**src/rtl/cardio_feature_sequencer.sv**
```systemverilog
// cardio_feature_sequencer
// Serial front end for the combinational cardio SVM classifier. Collects the
// 21 four-bit features of one record from a valid/ready stream and packs them
// into clf_inp. It holds clf_inp stable for one evaluation cycle, then
// registers the classifier result and offers it downstream on valid/ready.
//
// Build option: define CARDIO_SEQ_FRAME_CHECK_EN to enable s_last framing
// checks. When enabled, a record whose s_last does not coincide with the 21st
// feature is discarded and frame_err pulses for one cycle. Without it, s_last
// is ignored and a record ends on its 21st feature.
module cardio_feature_sequencer #(
  parameter int NUM_FEAT = 21,
  parameter int FEAT_W   = 4,
  parameter int CLS_W    = 2,
  parameter int VOTE_W   = 6
) (
  input  logic                       clk,
  input  logic                       rst_n,
  input  logic                       s_valid,
  output logic                       s_ready,
  input  logic [FEAT_W-1:0]          s_data,
  input  logic                       s_last,
  output logic [NUM_FEAT*FEAT_W-1:0] clf_inp,
  input  logic [CLS_W-1:0]           clf_out,
  input  logic [VOTE_W-1:0]          clf_predo,
  output logic                       m_valid,
  input  logic                       m_ready,
  output logic [CLS_W-1:0]           m_class,
  output logic [VOTE_W-1:0]          m_votes,
  output logic                       frame_err
);

  localparam int K_W = $clog2(NUM_FEAT);
  localparam logic [K_W-1:0] K_LAST = K_W'(NUM_FEAT - 1);

  typedef enum logic [1:0] {
    FILL = 2'd0,
    EVAL = 2'd1,
    HOLD = 2'd2
  } state_t;

  state_t         state, state_nxt;
  logic [K_W-1:0] k, k_nxt;
  logic           frame_err_nxt;
  logic           at_last;

  assign at_last = (k == K_LAST);

  // State and feature counter registers.
  // NOTE: sequential state uses non-blocking assignments so every flop samples
  // pre-edge values regardless of the order of statements or blocks.
  always_ff @(posedge clk or negedge rst_n) begin
    if (!rst_n) begin
      state <= FILL;
      k     <= '0;
    end else begin
      state <= state_nxt;
      k     <= k_nxt;
    end
  end

  // Next-state, counter and handshake decode.
  // NOTE: every variable gets a default at the top so no path through the
  // case statement can leave one unassigned and infer a latch.
  always_comb begin
    state_nxt     = state;
    k_nxt         = k;
    frame_err_nxt = 1'b0;
    s_ready       = 1'b0;
    m_valid       = 1'b0;
    case (state)
      FILL: begin
        s_ready = 1'b1;
        if (s_valid) begin
`ifdef CARDIO_SEQ_FRAME_CHECK_EN
          if (at_last && s_last) begin
            state_nxt = EVAL;
            k_nxt     = '0;
          end else if (at_last || s_last) begin
            // Misframed record: drop it and restart collection at slot 0.
            frame_err_nxt = 1'b1;
            k_nxt         = '0;
          end else begin
            k_nxt = k + 1'b1;
          end
`else
          if (at_last) begin
            state_nxt = EVAL;
            k_nxt     = '0;
          end else begin
            k_nxt = k + 1'b1;
          end
`endif
        end
      end
      EVAL: state_nxt = HOLD;
      HOLD: begin
        m_valid = 1'b1;
        if (m_ready) state_nxt = FILL;
      end
      default: state_nxt = FILL;
    endcase
  end

  // Feature packing: each accepted word lands in slot k. Slots are simply
  // overwritten by the next record and never cleared in between.
  // NOTE: this wide register is reset because clf_inp feeds the classifier
  // directly and must read as zero straight out of reset.
  always_ff @(posedge clk or negedge rst_n) begin
    if (!rst_n) begin
      clf_inp <= '0;
    end else if (state == FILL && s_valid) begin
      clf_inp[FEAT_W*k +: FEAT_W] <= s_data;
    end
  end

  // Capture the classifier result at the end of the single EVAL cycle.
  always_ff @(posedge clk or negedge rst_n) begin
    if (!rst_n) begin
      m_class <= '0;
      m_votes <= '0;
    end else if (state == EVAL) begin
      m_class <= clf_out;
      m_votes <= clf_predo;
    end
  end

`ifdef CARDIO_SEQ_FRAME_CHECK_EN
  // One-cycle framing error pulse.
  always_ff @(posedge clk or negedge rst_n) begin
    if (!rst_n) frame_err <= 1'b0;
    else        frame_err <= frame_err_nxt;
  end
`else
  logic unused_frame;
  assign unused_frame = s_last | frame_err_nxt;
  assign frame_err    = 1'b0;
`endif

endmodule

```
**config.mk**
```make
export PLATFORM = sky130hd
export DESIGN_NAME = cardio_feature_sequencer
export DESIGN_NICKNAME = d
export VERILOG_FILES = /design/src/rtl/cardio_feature_sequencer.sv
export SDC_FILE = /design/constraint.sdc
export NUM_CORES = 1
export LEC_CHECK = 0
export CAP_MARGIN = 40
export CORE_UTILIZATION = 40
export DETAILED_ROUTE_END_ITERATION = 8
export PLACE_DENSITY = 0.7
export SYNTH_ARGS = -nofsm -noshare
export SYNTH_HDL_FRONTEND = slang
export SYNTH_SLANG_ARGS = --single-unit
```
**constraint.sdc**
```tcl
create_clock -name clk -period 2.3 [get_ports clk]
set_input_delay 0.46 -clock clk [delete_from_list [all_inputs] [get_ports clk]]
set_output_delay 0.46 -clock clk [all_outputs]
set_load 0.1 [all_outputs]
```
## Word level (Yosys, flattened, before mapping)

Cells that the tools add are included.

| word-level totals | value |
|---|---|
| word-level logic and storage cells | 27 |
| register bits after elaboration | 99 |
| input bits | 17 |
| RAM bits | 0 |
| memories kept | 0 |
| bits in latches | 0 |
| output and inout port bits | 95 |
| bits in read-only memories | 0 |

| operators by class | value |
|---|---|
| add/sub/neg operators | 2 |
| equality and inequality tests | 6 |
| mux-type cells | 8 |
| reductions and logical operators | 4 |
| multipliers | 0 |
| div/mod/pow operators | 0 |
| $lt $le $gt $ge | 0 |
| bitwise operators | 0 |
| shift-type cells | 2 |

Operators by type and width:

| cell | count |
|---|---|
| 84-bit bitwise mux | 1 |
| 4-bit by 34-bit variable shift with 84-bit output (first input constant) | 1 |
| 4-bit by 34-bit variable part select with 84-bit output | 1 |
| 7-bit negation with 34-bit output | 1 |
| 2-bit 2-to-1 mux | 3 |
| 2-bit inequality test (second input constant) | 3 |
| 2-bit case mux with 3 select lines | 1 |
| 5-bit by 1-bit adder with 5-bit output (second input constant) | 1 |
| 5-bit equality test (second input constant) | 1 |
| 5-bit 2-to-1 mux | 1 |
| 3-bit AND reduction | 1 |
| 2-bit by 1-bit equality test with 1-bit output (second input constant) | 1 |
| 2-bit equality test (second input constant) | 1 |
| 2-bit zero test | 1 |
| 1-bit 2-to-1 mux | 2 |
| 2-bit AND reduction | 1 |
| 1-bit logical AND | 1 |

## Longest topological paths before layout

| logic depth | value |
|---|---|
| word-level depth | 4 |
| depth in mapped cells | 11 |
| gate-level depth less buffers | 10 |

## Least setup slack after synthesis

Ideal clock, no wire load.

| path | value |
|---|---|
| path kind | reg-to-reg |
| start point | register state[1] |
| end point | register clf_inp[52] |
| data required time | 2.175 ns |
| slack | -1.013 ns |
| buffers on the path | 0 |
| period minus slack after synthesis | 3.313 ns |
| cell stages (with the launch flop) | 6 |
| library setup time | 0.125 ns |
| arrival time | 3.187 ns |
| cells stage by stage | dfrtp_1 > nor2_1 > nand2_1 > or4b_4 > nor2_4 > mux2_2 |

| on the way | value |
|---|---|
| word-level cells in the longest chain between the ends | 2 |

Ends and longest elaborated chain:

| item | RTL line | text |
|---|---|---|
| from (decl) | 42 | `state_t state, state_nxt;` |
| from (signal assigned) | 57 | `state <= state_nxt;` |
| 2-bit zero test | 112 | `end else if (state == FILL && s_valid) begin` |
| 1-bit logical AND | 112 |  |
| to (signal, indexed assignment) | 113 | `clf_inp[FEAT_W*k +: FEAT_W] <= s_data;` |
| to (decl) | 23 | `output logic [NUM_FEAT*FEAT_W-1:0] clf_inp,` |

Every way passes these cells.
A chain may end at the register's enable or synchronous reset.

## Final worst setup path

| path | value |
|---|---|
| start point | register k[2] |
| end point | register clf_inp[4] |

| on the way | value |
|---|---|
| word-level cells in the longest chain between the ends | 3 |
| elaborated cells between the ends (all ways) | 4 |
| those cells by class | 1 x add/sub; 2 x shift; 1 x mux |

Ends and longest elaborated chain:

| item | RTL line | text |
|---|---|---|
| from (decl) | 43 | `logic [K_W-1:0] k, k_nxt;` |
| from (signal assigned) | 58 | `k <= k_nxt;` |
| 7-bit negation with 34-bit output (*) | 113 |  |
| 4-bit by 34-bit variable part select with 84-bit output / 4-bit by 34-bit variable shift with 84-bit output (equally long branches) | 113 |  |
| 84-bit bitwise mux (*) | 113 |  |

Mark *: on every way between the ends. The rest lies on a longest branch, timed or not.

==> results.cfg <==
[detailed_routing]
route.detailed.wl_per_inst_um = 16.3
route.met2.wl_um = 4680
route.vias.total = 2963
drt_pre_antenna_iters = 4
vias_per_cell = 5.01
routed-wl-met3_um = 532
highest_layer = met4
drt-total-wl_um = 9640
drtAntennaViolNets = 0
first_iter_violations = 113
met1Wirelength_um = 4290
detail_route.drc_violations = 0

[worst_setup_path]
worstRegToRegCells = 7
worst_ep_arrival_time_ns = 2.44
crit_chain = buf_4 > or2_2 > o21a_1 > o22ai_4 > buf_4 > nand3_1 > mux2_2
worst-path-max-fanout = 7
critical_path_class = reg -> reg
critical_path.max_stage_delay_ns = 0.43
path_common_cell = sky130_fd_sc_hd__buf_4
setup.worst_path.start_class = flop
worst-r2r-setup-slack_ns = 0.11
library_cell_contributing_the_largest_single_delay_on_the_critical_path = sky130_fd_sc_hd__dfrtp_1
timing.critical_path.required_ns = 2.55
endpoint_kind = flop

[clocking]
clock_path_buffers = 2
numCtsBuffers = 9
post_cts_buffers = 0
clock_sink_count = 99
clk_transition_reported_paths_ns = 0.09
clock_latency_ns = 0.36
clock_root_buffer_master = sky130_fd_sc_hd__clkbuf_8
hold_bufs_inserted_after_cts = 0
cts_resized = 0
cts_tree = built
cts.htree.levels = 3

[synthesis]
syn-num-nets = 341
post_synthesis_average_cell_area_um2 = 13.4
synth-edff-count = 0
ys_top_cells_by_area = sky130_fd_sc_hd__dfrtp_1 (58%), sky130_fd_sc_hd__mux2_2 (23%), sky130_fd_sc_hd__nand2_1 (1.8%), sky130_fd_sc_hd__nor2_4 (1.8%), sky130_fd_sc_hd__nor2_1 (1.4%)
synth.yosys.seq_area_share_pct = 57.8
synthFlopType = sky130_fd_sc_hd__dfrtp_1
yosys.area.top_type_share_pct = 57.8
synthDominantAreaCellType = sky130_fd_sc_hd__dfrtp_1
async_flop_share_pct = 100
syn-cell-area_um2 = 4290
ys_seq_elements = 99
gate_count_post_synth = 321
synthDistinctLibCells = 39
synthesis.yosys.warnings = 0

[floorplanning]
die-area_um2 = 11100
die-height_um = 106
initial_utilization_pct = 41.4
floorplan.die.width_um = 106
design.core.area_um2 = 10400
io_pins = 112
num_rows = 37

[sta]
hold_viol_final = 0
grt_setup_unrepaired = no
tightestPinTransition_ns = 0.594
finalSetupTns_ns = 0
worst_clock_skew_ns = 0.00939
setup_viol_count_final = 0
finalMaxSlewViolations = 0
final_min_period_over_clock_period_pct = 95.2
min_period_ns = 2.19
maxSlewHeadroom_pct = 60.4
maxClockFrequency_mhz = 457

[placed_design]
place.gp.congestion = 0.869
dp.final_hpwl_um = 7170
place_area_um2 = 5460
port-buffer-count = 109
placedCellCount = 575

[cells_and_area]
layout.cell_area.non_filler_um2 = 5680
drive_gt1_share_pct = 53.6
synthToLayoutAreaGrowth_pct = 32.4
final_net_count = 470
final_cell_count_no_fill = 591
insertedDiodeCount = 0

[grt]
grt_start_max_net_pins = 47
grt.total_usage_pct = 18.4
global_route.overflow_total = 0
number_of_global_route_vias_before_repair = 3057
grt_pass1_wl_um = 15800
antenna_found_initial = 0

[status]
outcome = complete, no violations

[worst_hold_path]
hold_path_class = in -> async

[flow_run]
drv.max_cap_violation_count = 0
[synthesized netlist by cell type, types with 4 or more instances]
cell                        n
sky130_fd_sc_hd__and3_1     5
sky130_fd_sc_hd__clkbuf_1   7
sky130_fd_sc_hd__dfrtp_1   99
sky130_fd_sc_hd__inv_1      5
sky130_fd_sc_hd__mux2_2    89
sky130_fd_sc_hd__nand2_1   21
sky130_fd_sc_hd__nand2b_1   4
sky130_fd_sc_hd__nand3_1   11
sky130_fd_sc_hd__nand4_1    4
sky130_fd_sc_hd__nor2_1    16
sky130_fd_sc_hd__nor2_4     7
sky130_fd_sc_hd__nor2b_1    6
sky130_fd_sc_hd__o21ai_0   10
[cells by family after synthesis]
logic type / Yosys count / synth area share, %
muxes: 90 / 23.6
and+or+nand+nor: 91 / 12.5
AOI/OAI and AO/OA: 20 / 3.30
DFF: 99 / 57.8
buffers and inverters: 17 / 1.84
other: 1 / 0.0874
adders and majority gates: 3 / 0.875
[placed cells by master, fill, tap and decap left out, types with 5 or more instances in the layout]
cell / synthesis / routed
sky130_fd_sc_hd__buf_4: 1 / 115
sky130_fd_sc_hd__dfrtp_1: 99 / 99
sky130_fd_sc_hd__mux2_2: 89 / 89
sky130_fd_sc_hd__nand2_1: 21 / 20
sky130_fd_sc_hd__nor2_1: 16 / 15
sky130_fd_sc_hd__clkdlybuf4s50_1: 0 / 14
sky130_fd_sc_hd__o21ai_0: 10 / 10
sky130_fd_sc_hd__clkbuf_8: 0 / 9
sky130_fd_sc_hd__nor2_4: 7 / 8
sky130_fd_sc_hd__nand3_1: 11 / 8
sky130_fd_sc_hd__nor2b_1: 6 / 6
sky130_fd_sc_hd__and3_1: 5 / 5
[critical path: cells and delay by family (launching register included)]
| kind | cells | cell delay (ns) |
|---|---|---|
| compound gates | 2 | 0.43 |
| buf+inv | 2 | 0.35 |
| mux | 1 | 0.33 |
| simple gates | 2 | 0.53 |
| flops | 1 | 0.43 |
[state kept, by name (all words and copies together) (netlist names)]
register / flops
k: 5
state: 2
m_votes: 6
clf_inp: 84
m_class: 2
[routing by layer]
metal	track usage [%]	vias up
li1	-	1388
met1	23.9	1490
met2	29.9	69
met3	4.70	16
met4	6.55	0
met5	0	-
[area by class of cell]
class | instances | area (µm²)
Tap cell | 136 | 170
Inverter | 5 | 18.8
Clock buffer | 10 | 128
Fill cell | 902 | 4690
Timing Repair Buffer | 130 | 1020
Sequential cell | 99 | 2480
Multi-Input combinational cell | 205 | 1800
Clock inverter | 6 | 65.1
[per-stage QoR]
| stage | worst slack [ns] | hold slack [ns] | utilization, % |
|---|---|---|---|
| finish | 0.110 | 0.0874 | 54.8 |
| global route | 0.0111 | 0.121 | 54.8 |
| CTS | 0.0415 | 0.106 | 54.5 |
| detailed placement | -0.0243 | 0.481 | 52.6 |
| global placement | -0.00863 | 0.470 | 52.6 |
| floorplan | -0.0381 | 0.164 | - |
[worst paths after layout]
path,endpoint,start
worst max-delay path,clf_inp[4],k[2]
min in group clk,clf_inp[1],clf_inp[1]
max in group asynchronous,clf_inp[6],rst_n
worst min-delay path,clf_inp[66],rst_n
worst max register to register,clf_inp[4],k[2]
worst min register to register,clf_inp[1],clf_inp[1]
Power is not shown: default switching activity piles up to over one toggle a cycle in this logic, so the estimate is an artifact.
